$ cat config.mk
export PLATFORM = sky130hd
export DESIGN_NAME = sar_adc_ctrl
export DESIGN_NICKNAME = d
export VERILOG_FILES = /design/src/rtl/sar_adc_ctrl.sv
export SDC_FILE = /design/constraint.sdc
export NUM_CORES = 1
export LEC_CHECK = 0
export BUFFER_PORTS_ARGS = -buffer_cell sky130_fd_sc_hd__buf_2
export CAP_MARGIN = 10
export CORE_AREA = 3 3 68 70
export DETAILED_ROUTE_END_ITERATION = 12
export DIE_AREA = 0 0 71 73
export GPL_TIMING_DRIVEN = 0
export PLACE_DENSITY = 0.72
export SLEW_MARGIN = 10
export SYNTH_ARGS = -nofsm -noshare
export SYNTH_HDL_FRONTEND = slang
export SYNTH_SLANG_ARGS = --single-unit
$ cat constraint.sdc
create_clock -name CLK -period 2.6 [get_ports CLK]
set_input_delay 0.26 -clock CLK [delete_from_list [all_inputs] [get_ports CLK]]
set_output_delay 0.26 -clock CLK [all_outputs]
set_load 0.02 [all_outputs]
$ cat src/rtl/sar_adc_ctrl.sv
// Successive-approximation controller for an N-bit ADC: MSB-first serial bit stream plus parallel result.
// Optional SAR_SAT_FLAG_EN adds a Sat output flagging all-zero / all-one results.
module sar_adc_ctrl #(
  parameter int N          = 10,
  parameter int SAMPLE_CYC = 2,
  parameter int SETTLE_CYC = 2
) (
  input  logic         CLK,
  input  logic         CLRbar,
  input  logic         Start,
  input  logic         CompIn,
  output logic         SampleHold,
  output logic [N-1:0] DacCode,
  output logic         SerOut,
  output logic         ShiftEn,
  output logic         Busy,
  output logic         Done,
`ifdef SAR_SAT_FLAG_EN
  output logic [N-1:0] Result,
  output logic         Sat
`else
  output logic [N-1:0] Result
`endif
);

  typedef enum logic [1:0] {IDLE, SAMPLE, TRIAL, DONE} state_e;

  localparam int MAXC = (SAMPLE_CYC > SETTLE_CYC) ? SAMPLE_CYC : SETTLE_CYC;
  localparam int CW   = (MAXC > 1) ? $clog2(MAXC) : 1;
  localparam int IW   = $clog2(N);

  state_e         state_q;
  logic [CW-1:0]  cnt_q;
  logic [IW-1:0]  bitIdx_q;
  logic [N-1:0]   work_q;
  logic [N-1:0]   work_d;
  logic [N-1:0]   trial_d;
  logic           sampleHold_q;
  logic [N-1:0]   dacCode_q;
  logic           serOut_q;
  logic           shiftEn_q;
  logic           busy_q;
  logic           done_q;
  logic [N-1:0]   result_q;
  logic           sat_q;

  // Working word with the current bit decided, and the next trial code built on it.
  always_comb begin
    work_d           = work_q;
    work_d[bitIdx_q] = CompIn;
    trial_d          = work_d | (N'(1) << (bitIdx_q - IW'(1)));
  end

  always_ff @(posedge CLK or negedge CLRbar) begin
    if (!CLRbar) begin
      state_q      <= IDLE;
      cnt_q        <= '0;
      bitIdx_q     <= '0;
      work_q       <= '0;
      sampleHold_q <= 1'b0;
      dacCode_q    <= '0;
      serOut_q     <= 1'b0;
      shiftEn_q    <= 1'b0;
      busy_q       <= 1'b0;
      done_q       <= 1'b0;
      result_q     <= '0;
      sat_q        <= 1'b0;
    end else begin
      shiftEn_q <= 1'b0;
      serOut_q  <= 1'b0;
      done_q    <= 1'b0;
      case (state_q)
        IDLE: begin
          busy_q    <= 1'b0;
          dacCode_q <= '0;
          if (Start) begin
            state_q      <= SAMPLE;
            busy_q       <= 1'b1;
            sampleHold_q <= 1'b1;
            cnt_q        <= '0;
          end
        end
        SAMPLE: begin
          if (cnt_q == CW'(SAMPLE_CYC - 1)) begin
            state_q      <= TRIAL;
            sampleHold_q <= 1'b0;
            cnt_q        <= '0;
            bitIdx_q     <= IW'(N - 1);
            work_q       <= '0;
            dacCode_q    <= N'(1) << (N - 1);
          end else begin
            cnt_q <= cnt_q + CW'(1);
          end
        end
        TRIAL: begin
          // The comparator is only looked at on the last settle cycle of each trial.
          if (cnt_q == CW'(SETTLE_CYC - 1)) begin
            cnt_q     <= '0;
            work_q    <= work_d;
            serOut_q  <= CompIn;
            shiftEn_q <= 1'b1;
            if (bitIdx_q == '0) begin
              state_q   <= DONE;
              dacCode_q <= '0;
              done_q    <= 1'b1;
              busy_q    <= 1'b0;
              result_q  <= work_d;
              sat_q     <= (work_d == '0) || (&work_d);
            end else begin
              bitIdx_q  <= bitIdx_q - IW'(1);
              dacCode_q <= trial_d;
            end
          end else begin
            cnt_q <= cnt_q + CW'(1);
          end
        end
        DONE: begin
          state_q <= IDLE;
        end
        default: begin
          state_q <= IDLE;
        end
      endcase
    end
  end

  assign SampleHold = sampleHold_q;
  assign DacCode    = dacCode_q;
  assign SerOut     = serOut_q;
  assign ShiftEn    = shiftEn_q;
  assign Busy       = busy_q;
  assign Done       = done_q;
  assign Result     = result_q;

`ifdef SAR_SAT_FLAG_EN
  assign Sat = sat_q;
`else
  logic unusedSat;
  assign unusedSat = sat_q;
`endif

endmodule

==> metrics.txt <==
clock tree buffer depth=2; Ys Warns=0; Final Cell Area=2430 um2; antenna-violating nets left=0; Synth Cell Area=2120 um2; clk sinks=42; worst skew pair latency=0.30 ns; Cell Rows=23; Peak VDD IR=0.595 mV; largest net degree at the start of global routing=43; R2R depth=7; vias in the first global route=1,524; initial core utilization=52.7%; CTS tree=yes; share of layout cells above drive strength 1=19.0%; drt initial violations=68; Critical Path End Type=flop; Post-Route Setup TNS=0 ns; pwr dens=1210 nW/um2; post-cts resize count=0; r2r endpoint=state_q[1]; CP Max Fanout=9; Worst Tran Pin Value=0.893 ns; sequential share of the synthesized area=49.5%; Synth Flop Type=dfrtp_1; Setup crit start kind=flop; max incr delay on CP=0.47 ns; fin cells=298; DP Cell Count=290; Synth cell types=39; outcome=complete, no violations; # diodes=0; Vias=1,608; clk slew on worst S/H paths=0.09 ns; fin. max-slew vios=0; initial antenna violation count=0; GR Layer Usage met2=27.3%; max-cap viol count=0; Worst Path Arrival=2.33 ns; gr usage total=18.5%; Tcrit/Tclk final=82.8%; Via density=5.40; r2r setup slk=0.45 ns; first-pass GRT wire length=7360 um; # hold bufs at CTS=0; Net count, final=263; final wirelength=4470 um; final setup vio count=0; RePlAce Congestion=0.836; number of synthesized flops with an enable pin=0; Fin Clk Skew=0.00840 ns; met3 Track Usage GR=4.55%; die height=73 um; Pre-antenna DRT Iters=4; slowest stage cell, crit path=dfrtp_1; Highest Clock Rate=464 MHz; Hold Crit Class=input port to asynchronous set/reset pin; core area=4030 um2; Chip Width=71 um; CTS Buf Count=5; relative slew slack=40.5%; Most Used Layer, Global Route=met2; placed instance area=2320 um2; die area=5180 um2; Port Buf Inserts=27; buffers inserted by post-CTS timing repair=0; crit path kind=flop to flop; crit-path cells=inv_1 > ha_1 > buf_6 > nor3b_4 > a21boi_2 > nor3_2 > mux2_1; Yosys reg bits=42; grt total ovfl=0; RSZ-0062 raised after global routing=false; Area growth syn-to-layout=14.6%; Post-DP HPWL=3270 um; met1 global-route usage=26.5%; root buf cell=clkbuf_8; Final Hold Viols=0; Avg Cell Area, Syn=9.97 um2; Worst Path Required=2.78 ns; H-tree depth=2; Post-synth ARST share=100%; DRC=0; Reg-to-Reg Start=bitIdx_q[0]; WL/cell=15.0 um; Synth Instances=213; Final Util=60.4%; IO Pins=29; Leak=1.22 nW; min Tclk post-route=2.15 ns; Syn Nets=229
-- critical path: cells and delay by family, from the launching register on --
family	cells	cell delay [ns]
flops	1	0.47
buf+inv	2	0.34
mux	1	0.34
fa+ha+maj	1	0.20
compound gates	1	0.12
simple gates	2	0.57
-- metal layers --
layer,share of wire [%],wire (um)
met5,0,0
met4,1.3,57
met3,4.5,202
met2,44,1970
met1,50,2240
-- layout make-up --
class	instances	area (um2)
fill	367	1590
clock buffer	5	68.8
sequential	42	1050
multi-input combinational	149	967
clock inverter	3	43.8
tap	50	62.6
timing repair buffer	27	135
buffer	12	68.8
inverter	10	37.5
-- cells by family after synthesis --
group	Yosys count	share of synthesized area, %
adder cells (fa/ha/maj)	12	7.07
AND/OR/NAND/NOR	68	15.1
buffers and inverters	22	5.01
multiplexers	12	5.71
AO/OA/AOI/OAI	57	17.6
flip-flops	42	49.5
-- worst max-delay path by stage --
stage	startpoint	endpoint	slack [ns]	depth (start not counted)
2_1_floorplan	bitIdx_q[0]	state_q[1]	0.71	7
3_3_place_gp	bitIdx_q[0]	state_q[1]	0.47	7
3_5_place_dp	bitIdx_q[0]	state_q[1]	0.46	7
4_1_cts	bitIdx_q[0]	state_q[1]	0.44	7
5_1_grt	bitIdx_q[0]	state_q[1]	0.28	7
6_report	bitIdx_q[0]	state_q[1]	0.45	7
-- sequential cells by signal, summed over array words and instances (netlist names) --
signal / count
Result: 10
Busy: 1
work_q: 10
ShiftEn: 1
bitIdx_q: 4
state_q: 2
SampleHold: 1
Done: 1
SerOut: 1
cnt_q: 1
DacCode: 10
-- layout by cell type (no fill, tap or decap), types with 2 or more instances in the layout --
master     netlist  final
clkbuf_1         5      5
o22ai_1          3      3
nor2b_1          4      4
buf_2            4     31
a22oi_1          3      3
mux2i_1         11     11
a21oi_1          4      4
nor2_1           2      2
a22o_1           2      2
nor3_2           2      2
clkbuf_8         0      5
o21ai_1          9      9
ha_1            12     12
dfrtp_1         42     42
nand2_1         49     49
buf_6            2      2
a2bb2oi_1        2      2
o21ai_0         18     18
inv_1           10     10
o221ai_1         9      9
-- through the flow --
step | worst slack, ns | hold slack, ns | power [mW]
after floorplan | 0.709 | -0.0356 | 2.06
after global placement | 0.466 | 0.451 | 2.41
after CTS | 0.436 | 0.107 | 2.98
final | 0.447 | 0.0826 | 2.96
after detailed placement | 0.458 | 0.442 | 2.45
after global routing | 0.281 | 0.154 | 3.18
-- power breakdown --
| part | total, mW | switching [mW] | internal (mW) | leakage (nW) |
|---|---|---|---|---|
| sequential | 1.04 | 0.156 | 0.883 | 0.528 |
| combinational | 1.40 | 0.878 | 0.520 | 0.630 |
| clock | 0.520 | 0.232 | 0.288 | 0.0585 |
-- synth_stat cells, types with 2 or more instances --
cell / count / area [um2]
o221ai_1: 9 / 78.8
inv_1: 10 / 37.5
o22ai_1: 3 / 18.8
a22o_1: 2 / 17.5
buf_6: 2 / 22.5
nor2b_1: 4 / 25.0
a2bb2oi_1: 2 / 17.5
buf_2: 4 / 20.0
ha_1: 12 / 150
dfrtp_1: 42 / 1050
a22oi_1: 3 / 22.5
o21ai_0: 18 / 90.1
nor3_2: 2 / 20.0
o21ai_1: 9 / 45.0
mux2i_1: 11 / 110
nor2_1: 2 / 7.51
clkbuf_1: 5 / 18.8
a21oi_1: 4 / 20.0
nand2_1: 49 / 184
No activity file was read; power rests on OpenSTA's default activity.
